File: src/rtl/stream_rr_arbiter_pkg.sv
// Shared types and helpers for the stream round-robin arbiter.
package stream_rr_arbiter_pkg;

  // Width of a source index: at least one bit, even for tiny arbiters.
  function automatic int src_bits(input int n);
    return (n > 2) ? $clog2(n) : 1;
  endfunction

  // Packet-lock state, used only when last-based locking is compiled in.
  typedef enum logic {
    IDLE   = 1'b0,
    LOCKED = 1'b1
  } lock_state_t;

endpackage

File: src/rtl/rr_priority_picker.sv
// Combinational rotating-priority picker: returns the first set request bit
// found when scanning from pointer upward, wrapping modulo N.
module rr_priority_picker #(
  parameter int N  = 4,
  parameter int PW = 2
) (
  input  logic [N-1:0]  req,
  input  logic [PW-1:0] pointer,
  output logic          found,
  output logic [PW-1:0] index
);

  logic [PW-1:0] cand;

  // Scan from the farthest candidate back to the pointer so that the
  // candidate closest to the pointer is the last (winning) assignment.
  always_comb begin
    // NOTE: every output of a combinational block gets a default first;
    // a path that leaves one unassigned would infer a latch.
    found = 1'b0;
    index = '0;
    cand  = '0;
    for (int k = N - 1; k >= 0; k--) begin
      cand = PW'((int'(pointer) + k) % N);
      if (req[cand]) begin
        found = 1'b1;
        index = cand;
      end
    end
  end

endmodule

File: src/rtl/stream_rr_arbiter.sv
// N-to-1 round-robin arbiter onto one registered valid/ready stream.
// output_source tags each beat with the index of the input that sent it.
// Optional packet locking (input_last/output_last) is enabled by defining
// STREAM_RR_ARBITER_LAST_LOCK_EN.
module stream_rr_arbiter
  import stream_rr_arbiter_pkg::*;
#(
  parameter  int NUM_INPUTS = 4,
  parameter  int DATA_BITS  = 8,
  localparam int SRC_BITS   = src_bits(NUM_INPUTS)
) (
  input  logic                                 clock,
  input  logic                                 reset,
  input  logic [NUM_INPUTS-1:0]                input_valid,
  output logic [NUM_INPUTS-1:0]                input_ready,
  input  logic [NUM_INPUTS-1:0][DATA_BITS-1:0] input_data,
`ifdef STREAM_RR_ARBITER_LAST_LOCK_EN
  input  logic [NUM_INPUTS-1:0]                input_last,
  output logic                                 output_last,
`endif
  output logic                                 output_valid,
  input  logic                                 output_ready,
  output logic [DATA_BITS-1:0]                 output_data,
  output logic [SRC_BITS-1:0]                  output_source
);

  logic                  load;
  logic                  found;
  logic                  grant;
  logic                  beat_last;
  logic [SRC_BITS-1:0]   win;
  logic [SRC_BITS-1:0]   pointer;
  logic [SRC_BITS-1:0]   next_pointer;
  logic [NUM_INPUTS-1:0] req;

  // The output register can take a beat when it is empty or being drained.
  assign load  = !output_valid || output_ready;
  // Ready is also masked during reset so no requester sees a handshake.
  assign grant = load && found && !reset;
  assign input_ready  = grant ? (NUM_INPUTS'(1) << win) : '0;
  assign next_pointer = (win == SRC_BITS'(NUM_INPUTS - 1)) ? '0 : win + 1'b1;

`ifdef STREAM_RR_ARBITER_LAST_LOCK_EN
  lock_state_t         state_q;
  lock_state_t         state_d;
  logic [SRC_BITS-1:0] lock_idx;

  // While locked only the packet owner may compete.
  assign req       = (state_q == LOCKED) ? (input_valid & (NUM_INPUTS'(1) << lock_idx))
                                         : input_valid;
  assign beat_last = input_last[win];

  // Next lock state: a granted non-final beat locks, a granted final beat unlocks.
  always_comb begin
    state_d = state_q;
    if (grant) state_d = beat_last ? IDLE : LOCKED;
  end

  // Lock state register and the owner of the packet in flight.
  always_ff @(posedge clock or posedge reset) begin
    if (reset) begin
      state_q  <= IDLE;
      lock_idx <= '0;
    end else begin
      state_q <= state_d;
      if (grant) lock_idx <= win;
    end
  end

  // The last flag travels with the registered beat.
  always_ff @(posedge clock or posedge reset) begin
    if (reset) output_last <= 1'b0;
    else if (grant) output_last <= beat_last;
  end
`else
  assign req       = input_valid;
  assign beat_last = 1'b1;
`endif

  rr_priority_picker #(
    .N  (NUM_INPUTS),
    .PW (SRC_BITS)
  ) u_picker (
    .req     (req),
    .pointer (pointer),
    .found   (found),
    .index   (win)
  );

  // Output stage and round-robin pointer; both hold while the stage is stalled.
  always_ff @(posedge clock or posedge reset) begin
    if (reset) begin
      output_valid  <= 1'b0;
      output_data   <= '0;
      output_source <= '0;
      pointer       <= '0;
    end else if (load) begin
      // NOTE: state is updated with non-blocking assignments so every
      // register samples pre-edge values regardless of statement order.
      output_valid <= found;
      if (found) begin
        output_data   <= input_data[win];
        output_source <= win;
        if (beat_last) pointer <= next_pointer;
      end
    end
  end

endmodule

File: config.mk
export PLATFORM = sky130hd
export DESIGN_NAME = stream_rr_arbiter
export DESIGN_NICKNAME = d
export VERILOG_FILES = /design/src/rtl/stream_rr_arbiter_pkg.sv /design/src/rtl/rr_priority_picker.sv /design/src/rtl/stream_rr_arbiter.sv
export SDC_FILE = /design/constraint.sdc
export NUM_CORES = 1
export LEC_CHECK = 0
export BUFFER_PORTS_ARGS = -buffer_cell sky130_fd_sc_hd__buf_2
export CAP_MARGIN = 5
export CORE_ASPECT_RATIO = 0.8
export CORE_MARGIN = 2
export CORE_UTILIZATION = 43
export CTS_BUF_LIST = sky130_fd_sc_hd__clkbuf_8
export DETAILED_ROUTE_END_ITERATION = 8
export PLACE_DENSITY_LB_ADDON = 0.25
export SKIP_CTS_REPAIR_TIMING = 1
export SKIP_LAST_GASP = 1
export SLEW_MARGIN = 40
export SYNTH_ARGS = -nofsm -noshare
export SYNTH_HDL_FRONTEND = slang
export SYNTH_SLANG_ARGS = --single-unit
File: constraint.sdc
create_clock -name clock -period 3.17 [get_ports clock]
set_input_delay 0.317 -clock clock [delete_from_list [all_inputs] [get_ports clock]]
set_output_delay 0.317 -clock clock [all_outputs]
set_load 0.01 [all_outputs]
==> key figures <==
Pwr
  • Combinational share of power: 43.4%
  • Max IR drop VDD: 327 uV
  • Pwr Density: 606 nW/um^2
  • Total internal power: 0.451 mW
  • LEAKAGE: 0.620 nW
  • Clock power share: 21.1%
  • Sw Ratio: 36.3%
  • Relative contribution of sequential cells to total power: 35.5%
  • Reported net switching power: 0.257 mW

Status
  • Run status: completed

Timing
  • Clk_skew: 0.00137 ns
  • Relative slew margins: 62.7%
  • Unrepaired setup endpoints after global routing: no
  • Achievable Freq: 414 MHz
  • Fraction of the cycle the final worst path needs: 76.3%
  • Sum of negative setup slack: 0 ns
  • Total count of max-transition violations in the final report: 0
  • Worst setup slack after layout: 0.752 ns
  • Transition time of the tightest slew-check pin: 0.554 ns
  • Number of endpoints failing setup at the final stage: 0
  • Hold Vio Cnt, Final: 0
  • Shortest clock period the worst path allows after layout: 2.42 ns

Setup path
  • Category of the worst setup path capture point: primary output
  • Maximum cell stage delay along the critical path: 0.45 ns
  • Worst reg2reg path startpoint: pointer[1]$_DFFE_PP0P_
  • Endpoint of the worst setup timing path: input_ready[0]
  • CP Depth: 6
  • Master of the slowest instance on the critical path: dfrtp_1
  • Register-to-register path setup slack: 0.94 ns
  • CP Data Arrival Time: 2.10 ns
  • Top cell family by delay on the critical path: buffers and inverters
  • Maximum fanout count along the critical path: 13
  • Length in cells of the worst reg-to-reg path: 6
  • Type of origin of the critical path: flop
  • Bufs and invs on worst path: 2
  • Timing startpoint of the critical path: pointer[1]$_DFFE_PP0P_
  • Start-to-end type of the worst setup path: flop to primary output
  • Cells along the critical path: mux2_4 > o221ai_2 > buf_4 > nand2_1 > nor2_1 > buf_2
  • Reg-to-reg critical path endpoint: output_data[0]$_DFFE_PP0P_
  • Data required time at the worst endpoint: 2.85 ns

Global routing
  • Global-route wire length before repair: 3390 microns
  • Gr usage total: 20.1%
  • Maximum number of pins on one net before global-route repair: 17
  • Initial antenna violation count: 0
  • Total congestion overflow after global routing: 0
  • Vias in the first global route: 776

Floorplanning
  • Total Die Area: 2370 sq um
  • # rows: 14
  • I/O pin total: 54
  • Core ar.: 1870 sq um
  • Die Width: 53.9 microns
  • Die height: 43.9 microns
  • Initial Utilization: 45.7%

Yosys
  • Gate count of the mapped netlist: 88
  • Most area-hungry cell type in the Yosys netlist: dfrtp_1
  • Post-synth EDFFs: 0
  • Most common cell in the netlist: nand2_1
  • Synth async-reset ratio: 100%
  • Yosys warning count: 0
  • Total nets after synthesis: 128
  • Cell types with the largest area share after synthesis: dfrtp_1 38%, mux2_2 11%, mux2i_1 9.3%
  • Distinct cell type count of the synthesized netlist: 26
  • Area share of the largest cell type after synthesis: 38.0%
  • Synthesized area per cell: 9.74 sq um
  • Top cells by instance count after synthesis: 14 x nand2_1, 13 x dfrtp_1
  • Mapped cell area: 857 sq um
  • Number of synthesized register bits: 13
  • Proportion of synthesized chip area in sequential cells: 38.0%
  • Most frequently used flop master after synthesis: dfrtp_1

Clocking
  • Buffer levels on the longest clock path: 2
  • Clk Latency, worst-skew pair: 0.25 ns
  • Clock tree sinks: 13
  • Total number of H-tree levels: 1
  • CTS tree: built
  • Root buffer cell: clkbuf_8
  • CTS buffer count: 3
  • Clock transition time at the flip-flop clock pins of the worst setup and hold paths: 0.06 ns

Detailed routing
  • Via density per instance: 5.17
  • ANT nets after route: 0
  • Number of remaining DRC errors: 0
  • Routed wire per std cell: 13.0 microns
  • Vias: 863
  • First-iteration detailed-routing DRC count: 14
  • First-pass detailed-route iteration total: 4
  • Wirelength, routed: 2170 microns

Min path
  • Class of the tightest hold or removal check: primary input to async pin

Placed design
  • Port Buf Inserts: 53
  • Dpl hpwl: 1650 microns
  • Final RePlAce weighted congestion: 0.831
  • Post-Place Worst Slack: 0.938 ns

Finish
  • Area of the multi-input gates: 477 sq um
  • Number of fillers in the final layout: 166
  • Area growth syn-to-layout: 36.4%
  • Net count, final: 184
  • Antenna diode instance count: 0
  • Area taken by flip-flops and latches: 325 sq um
  • Layout cell share with drive strength beyond 1: 48.3%

Flow run
  • Max-capacitance violation count: 0
sequential cells by signal, indices dropped and copies added, names as in the netlist:
signal / cells
output_data: 8
output_source: 2
pointer: 2
output_valid: 1
cells by family after synthesis:
| group | Yosys count | synth area share, % |
|---|---|---|
| simple gates | 29 | 15.5 |
| mux | 17 | 21.6 |
| compound gates | 20 | 17.1 |
| flops | 13 | 38.0 |
| buf+inv | 8 | 6.42 |
| fa+ha+maj | 1 | 1.46 |
worst register-to-register path: cells and delay by family, from the launching register on:
kind	cells	cell delay (ns)
buffers and inverters	1	0.33
AND/OR/NAND/NOR	1	0.08
AO/OA/AOI/OAI	2	0.55
flip-flops	1	0.45
multiplexers	2	0.70
worst min-delay path by stage:
stage                      from                      endpoint  slack, ns
after floorplan           reset    output_data[0]$_DFFE_PP0P_       0.21
after global placement    reset  output_source[1]$_DFFE_PP0P_       0.41
after detailed placement  reset  output_source[1]$_DFFE_PP0P_       0.42
after CTS                 reset        pointer[1]$_DFFE_PP0P_       0.15
after global routing      reset        pointer[0]$_DFFE_PP0P_       0.19
final                     reset        pointer[0]$_DFFE_PP0P_       0.13
power groups by stage:
stage / clock (mW) / sequential (mW) / combinational (mW)
after floorplan: 0 / 0.272 / 0.201
after global routing: 0.162 / 0.257 / 0.340
after detailed placement: 0 / 0.253 / 0.311
after CTS: 0.153 / 0.251 / 0.314
final: 0.149 / 0.251 / 0.308
after global placement: 0 / 0.252 / 0.301
cell type report:
type | count | share of cell area [%]
Clock buffer | 3 | 3.53
Multi-Input combinational cell | 67 | 40.8
Tap cell | 24 | 2.57
Clock inverter | 1 | 0.321
Inverter | 5 | 1.61
Sequential cell | 13 | 27.8
Timing Repair Buffer | 54 | 23.3
placed cells by master (no fill, tap or decap), types with 2 or more instances in the layout:
master / count
nand2_1: 14
o21ai_0: 2
dfrtp_1: 13
a21o_1: 2
nand3_1: 8
o211ai_1: 8
inv_1: 5
nor2_1: 2
clkbuf_8: 3
buf_2: 53
nor4_1: 2
a21oi_1: 3
mux2_2: 8
mux2i_1: 8
through the flow:
| stage | std cells | instance area [sq um] | total power [mW] | util, % | hold slack [ns] |
|---|---|---|---|---|---|
| after floorplan | 88 | 857 | 0.473 | - | 0.207 |
| after global placement | 163 | 1120 | 0.552 | 59.9 | 0.415 |
| after detailed placement | 163 | 1120 | 0.564 | 59.9 | 0.416 |
| after CTS | 167 | 1170 | 0.718 | 62.3 | 0.148 |
| after global routing | 167 | 1170 | 0.759 | 62.3 | 0.188 |
| final | 167 | 1170 | 0.709 | 62.3 | 0.132 |
layer usage:
layer | GRT usage, % | up-vias | part of all wire, % | wire (microns)
met4 | 6.15 | 0 | 0.97 | 21
met2 | 32.4 | 36 | 47 | 1020
met3 | 6.90 | 4 | 8.6 | 187
li1 | - | 431 | - | -
met5 | 0 | - | 0 | 0
met1 | 25.1 | 392 | 43 | 932
Power figures use the tool's default switching activity.
